**config.mk**
```make
export PLATFORM = sky130hd
export DESIGN_NAME = if_fetch
export DESIGN_NICKNAME = d
export VERILOG_FILES = /design/src/rtl/if_fetch_pkg.sv /design/src/rtl/fetch_fifo.sv /design/src/rtl/if_fetch.sv
export SDC_FILE = /design/constraint.sdc
export NUM_CORES = 1
export LEC_CHECK = 0
export CORE_ASPECT_RATIO = 0.75
export CORE_MARGIN = 2
export CORE_UTILIZATION = 25
export CTS_CLUSTER_DIAMETER = 40
export DETAILED_ROUTE_END_ITERATION = 6
export HOLD_SLACK_MARGIN = 0.03
export PLACE_DENSITY = 0.55
export SYNTH_ARGS = -nofsm -noshare
export SYNTH_HDL_FRONTEND = slang
export SYNTH_SLANG_ARGS = --single-unit
```
**constraint.sdc**
```tcl
create_clock -name clk -period 5.7 [get_ports clk]
set_clock_uncertainty 0.2 [all_clocks]
set_input_delay 1.14 -clock clk [delete_from_list [all_inputs] [get_ports clk]]
set_output_delay 1.14 -clock clk [all_outputs]
set_load 0.05 [all_outputs]
```
**src/rtl/if_fetch_pkg.sv**
```systemverilog
// rtl/if_fetch_pkg.sv - shared constants, state encoding and entry type for the fetch stage
package if_fetch_pkg;

  localparam logic [31:0] INST_NOP           = 32'h0000_0013;
  localparam logic [31:0] RESET_ADDR_DEFAULT = 32'h0000_0000;

  typedef enum logic [1:0] {
    FETCH_IDLE = 2'd0,
    FETCH_REQ  = 2'd1,
    FETCH_WAIT = 2'd2
  } fetch_state_e;

  typedef struct packed {
    logic [31:0] addr;
    logic [31:0] inst;
  } fetch_entry_t;

  function automatic logic [31:0] word_align(input logic [31:0] a);
    return a & 32'hFFFF_FFFC;
  endfunction

endpackage

```
**src/rtl/fetch_fifo.sv**
```systemverilog
// rtl/fetch_fifo.sv - small instruction buffer of {addr, inst} entries; flush wins over push
module fetch_fifo #(
  parameter int unsigned DEPTH = 2,
  parameter int unsigned W     = 64,
  localparam int unsigned AW   = $clog2(DEPTH)
) (
  input  logic          clk,
  input  logic          rst_n,
  input  logic          push_i,
  input  logic          pop_i,
  input  logic          flush_i,
  input  logic [W-1:0]  wdata_i,
  output logic [W-1:0]  rdata_o,
  output logic          full_o,
  output logic          empty_o,
  output logic [AW:0]   count_o
);

  logic [AW-1:0] wptr_q, wptr_d;
  logic [AW-1:0] rptr_q, rptr_d;
  logic [AW:0]   count_q, count_d;
  logic [W-1:0]  mem_q [DEPTH];
  logic          do_push, do_pop;

  assign full_o  = (count_q == (AW+1)'(DEPTH));
  assign empty_o = (count_q == '0);
  assign count_o = count_q;
  assign rdata_o = mem_q[rptr_q];

  assign do_push = push_i && !full_o && !flush_i;
  assign do_pop  = pop_i && !empty_o;

  always_comb begin
    wptr_d  = wptr_q;
    rptr_d  = rptr_q;
    count_d = count_q;
    if (flush_i) begin
      wptr_d  = '0;
      rptr_d  = '0;
      count_d = '0;
    end else begin
      if (do_push) wptr_d = wptr_q + 1'b1;
      if (do_pop)  rptr_d = rptr_q + 1'b1;
      case ({do_push, do_pop})
        2'b10:   count_d = count_q + 1'b1;
        2'b01:   count_d = count_q - 1'b1;
        default: count_d = count_q;
      endcase
    end
  end

  always_ff @(posedge clk or negedge rst_n) begin
    if (!rst_n) begin
      wptr_q  <= '0;
      rptr_q  <= '0;
      count_q <= '0;
    end else begin
      wptr_q  <= wptr_d;
      rptr_q  <= rptr_d;
      count_q <= count_d;
    end
  end

  // Storage needs no reset: empty_o masks stale contents.
  always_ff @(posedge clk) begin
    if (do_push) mem_q[wptr_q] <= wdata_i;
  end

endmodule

```
**src/rtl/if_fetch.sv**
```systemverilog
// rtl/if_fetch.sv - RV32I fetch stage: owns the PC, one outstanding bus read, buffers words for decode
module if_fetch import if_fetch_pkg::*; #(
  parameter logic [31:0]  RESET_ADDR = RESET_ADDR_DEFAULT,
  parameter int unsigned  FIFO_DEPTH = 2
) (
  input  logic        clk,
  input  logic        rst_n,
  input  logic        jump_flag_i,
  input  logic [31:0] jump_addr_i,
  output logic        ibus_req_o,
  output logic [31:0] ibus_addr_o,
  input  logic        ibus_gnt_i,
  input  logic        ibus_rvalid_i,
  input  logic [31:0] ibus_rdata_i,
  output logic        inst_valid_o,
  output logic [31:0] inst_o,
  output logic [31:0] inst_addr_o,
  input  logic        inst_ready_i
);

  localparam int unsigned CW = $clog2(FIFO_DEPTH) + 1;

  fetch_state_e  state_q, state_d;
  logic [31:0]   pc_q, pc_d;
  logic [31:0]   req_addr_q, req_addr_d;
  logic          drop_q, drop_d;

  logic          push, pop, room;
  logic          fifo_full, fifo_empty;
  logic [CW-1:0] count, count_next;
  logic [31:0]   jump_target;
  fetch_entry_t  head, wentry;

  assign jump_target = word_align(jump_addr_i);
  assign pop         = !fifo_empty && inst_ready_i;
  assign push        = (state_q == FETCH_WAIT) && ibus_rvalid_i && !drop_q &&
                       !jump_flag_i && !fifo_full;
  assign wentry      = '{addr: req_addr_q, inst: ibus_rdata_i};

  // Occupancy after this edge decides whether the next request may go out.
  always_comb begin
    count_next = count;
    if (jump_flag_i)          count_next = '0;
    else if (push && !pop)    count_next = count + 1'b1;
    else if (pop && !push)    count_next = count - 1'b1;
  end
  assign room = (32'(count_next) < FIFO_DEPTH);

  always_comb begin
    state_d    = state_q;
    pc_d       = pc_q;
    req_addr_d = req_addr_q;
    drop_d     = drop_q;
    ibus_req_o = 1'b0;
    case (state_q)
      FETCH_IDLE: begin
        if (jump_flag_i) pc_d = jump_target;
        else if (room)   state_d = FETCH_REQ;
      end
      FETCH_REQ: begin
        ibus_req_o = 1'b1;
        if (ibus_gnt_i) begin
          req_addr_d = pc_q;
          state_d    = FETCH_WAIT;
          if (jump_flag_i) begin
            drop_d = 1'b1;
            pc_d   = jump_target;
          end else begin
            pc_d = pc_q + 32'd4;
          end
        end else if (jump_flag_i) begin
          pc_d = jump_target;
        end
      end
      FETCH_WAIT: begin
        if (ibus_rvalid_i) begin
          drop_d  = 1'b0;
          if (jump_flag_i) pc_d = jump_target;
          state_d = room ? FETCH_REQ : FETCH_IDLE;
        end else if (jump_flag_i) begin
          drop_d = 1'b1;
          pc_d   = jump_target;
        end
      end
      default: state_d = FETCH_IDLE;
    endcase
  end

  always_ff @(posedge clk or negedge rst_n) begin
    if (!rst_n) begin
      state_q    <= FETCH_IDLE;
      pc_q       <= RESET_ADDR;
      req_addr_q <= RESET_ADDR;
      drop_q     <= 1'b0;
    end else begin
      state_q    <= state_d;
      pc_q       <= pc_d;
      req_addr_q <= req_addr_d;
      drop_q     <= drop_d;
    end
  end

  assign ibus_addr_o = pc_q;

  fetch_fifo #(
    .DEPTH (FIFO_DEPTH),
    .W     ($bits(fetch_entry_t))
  ) u_fifo (
    .clk     (clk),
    .rst_n   (rst_n),
    .push_i  (push),
    .pop_i   (pop),
    .flush_i (jump_flag_i),
    .wdata_i (wentry),
    .rdata_o (head),
    .full_o  (fifo_full),
    .empty_o (fifo_empty),
    .count_o (count)
  );

  assign inst_valid_o = !fifo_empty;
  assign inst_o       = fifo_empty ? INST_NOP : head.inst;
  assign inst_addr_o  = fifo_empty ? 32'h0 : head.addr;

endmodule
```
==> metrics <==
outcome completed; Total GRT Usage 13.3%; hold slack 0.263 ns; Synthesized Nets 712; crit-path max FO 36; ys async rst share 35.7%; die area 0.0353 sq mm; Synth area leaders edfxtp_1 45%, dfrtp_1 21%, mux2i_1 8.4%; buffer count from post-CTS setup fixing 0; Synth top area share 45.5%; CP Launch Type flop; Initial DRC Count 253; worst reg-to-reg setup slack 2.84 ns; # Max-Cap Violations 0; Clock Path Buffers 2; drc violations 0; Clock Pin Slew Worst Setup and Hold Paths 0.08 ns; most common cell after layout, fill and taps aside clkdlybuf4s50_1; initial core utilization 25.3%; syn_area_per_cell 13.2 sq um; RSZ-0062 raised after global routing no; Final Cycle Share 73.6%; Layout area overhead 32.9%; # port buffers 165; remaining antenna violation count 0; Layout fillers 3324; hold_buf cts 0; Fin. Hold Viols 0; CTS tree done; die span in y 163 um; Power Total 0.00582 W; Tightest Pin Transition 1.09 ns; Post-synth EDFFs 128; reg2reg start state_q[0]$_DFFE_PN0P_; peak supply drop 204 uV; post-synthesis register bit count 199; vias in the first global route 5650; crit path DAT 2.86 ns; first-pass iteration count of the detailed router 4; normalized max-slew margin 26.9%; placed insts 1224; Synth Instances 639; Layout Cells excl Fill 1257; grt total ovfl 0; clk sinks 199; Placer Congestion 0.726; R2R cell count 5; Avg WL per Cell 18.2 um; PD cells 518 mW/mm^2; Hold EP u_fifo.mem_q[0][51]$_DFFE_PP_; Synth cell types 55; final net count 866; Leak 3.84 nW; critical path class reg2out; post-DP HPWL 15200 um; DP Area 0.0106 sq mm; min cycle time layout 4.20 ns; Synth area leader edfxtp_1; ys flop type edfxtp_1; HP Class reg2reg; hold path cells 0; Mapped Area 0.00845 sq mm; antenna violations before repair 1; RR Endpoint u_fifo.mem_q[1][52]$_DFFE_PP_; level count of the clock H-tree 4; sequential area share after synthesis 66.5%; Hold Startpoint req_addr_q[19]$_DFFE_PN0P_; Die Wd 216 um; drt total wl 22900 um; Num CTS Buffers 17; number of synthesis warnings 0; Finished Cell Area 0.0112 sq mm; CTS resizes 0; Critical Path RT 4.36 ns; clk_lat worst skew 0.44 ns; num ports 168; root buffer cell clkbuf_16; fin. max-slew vios 0; vias per inst 4.51; first-pass GRT wire length 34800 um; Setup crit end kind primary output; most frequent cells in the layout 164 x clkdlybuf4s50_1, 128 x edfxtp_1, 73 x nor2_1, 71 x mux2i_1, 70 x dfrtp_1; Core Region 0.0334 sq mm; share of layout cells above drive strength 1 9.80%; setup TNS 0 ns; fmax 0.238 GHz; vias post-DR 5675; largest net degree at the start of global routing 45; Rows 58; Final setup viols 0
## kinds of logic after synthesis
logic type	count (synthesis)	share of synthesized area, %
XOR/XNOR	4	0.414
multiplexers	95	11.6
buffers and inverters	57	2.92
adder cells (fa/ha/maj)	4	0.577
flip-flops	199	66.5
AND/OR/NAND/NOR	192	11.1
AO/OA/AOI/OAI	88	6.88
## critical path: stages, from the launching register on
cell and delay, ns:
dfrtp_4 0.89, buf_4 0.44, mux2i_1 0.15, nor2_1 0.10, clkdlybuf4s50_1 0.81
## per-layer routing
metal	part of all wire, %	vias to the layer above	track usage [%]
li1	-	2690	-
met1	49	2838	18.5
met2	44	129	20.0
met3	5.3	18	3.80
met4	1.6	0	3.95
met5	0	-	0
## final cells by class
type / count / area [sq um] / area share [%]
Inverter: 15 / 56.3 / 0.501
Clock inverter: 14 / 179 / 1.59
Multi-Input combinational cell: 383 / 2620 / 23.3
Sequential cell: 199 / 5620 / 50.1
Tap cell: 450 / 563 / 5.01
Clock buffer: 18 / 439 / 3.91
Antenna cell: 1 / 2.50 / 0.0223
Timing Repair Buffer: 177 / 1750 / 15.6
## cells in the mapped netlist, types with 4 or more instances
cell,instances
nor2_1,75
a22oi_1,10
clkbuf_1,26
buf_2,11
o2bb2ai_1,4
nor3_1,14
a21oi_1,14
o21ai_0,23
nand4_1,11
xnor2_1,4
mux2_2,24
nand3_1,17
and4_1,7
nor4_1,4
and2_1,5
o22ai_1,11
edfxtp_1,128
nand2_1,37
dfrtp_1,71
inv_1,15
mux2i_1,71
## state kept, by name (all words and copies together), names as in the netlist
register / cells
u_fifo.mem_q: 128
u_fifo.count_o: 2
u_fifo.rptr_q: 1
state_q: 2
drop_q: 1
ibus_addr_o: 32
u_fifo.wptr_q: 1
req_addr_q: 32
## power breakdown
part | total [W] | switching [W] | internal, W
clock network | 0.00127 | 0.000592 | 0.000681
registers | 0.00208 | 0.000277 | 0.00180
logic | 0.00247 | 0.00162 | 0.000854
total | 0.00582 | 0.00248 | 0.00334
## how the worst max path moves through the flow
stage                                    startpoint                             to  slack [ns]
after floorplan                       ibus_rvalid_i   u_fifo.mem_q[0][0]$_DFFE_PP_        0.55
after global routing      u_fifo.rptr_q$_DFFE_PN0P_                inst_addr_o[15]        1.31
after CTS                 u_fifo.rptr_q$_DFFE_PN0P_                inst_addr_o[14]        1.41
after global placement                ibus_rvalid_i  u_fifo.mem_q[1][20]$_DFFE_PP_        1.72
final                     u_fifo.rptr_q$_DFFE_PN0P_                     inst_o[18]        1.50
after detailed placement              ibus_rvalid_i  u_fifo.mem_q[1][52]$_DFFE_PP_        1.69
## stage by stage
stage               setup WS, ns  util, %
global route                1.31     33.6
CTS                         1.41     33.6
global placement            1.72     31.8
finish                      1.50     33.6
detailed placement          1.69     31.8
floorplan                  0.550        -
Power figures use the tool's default switching activity.
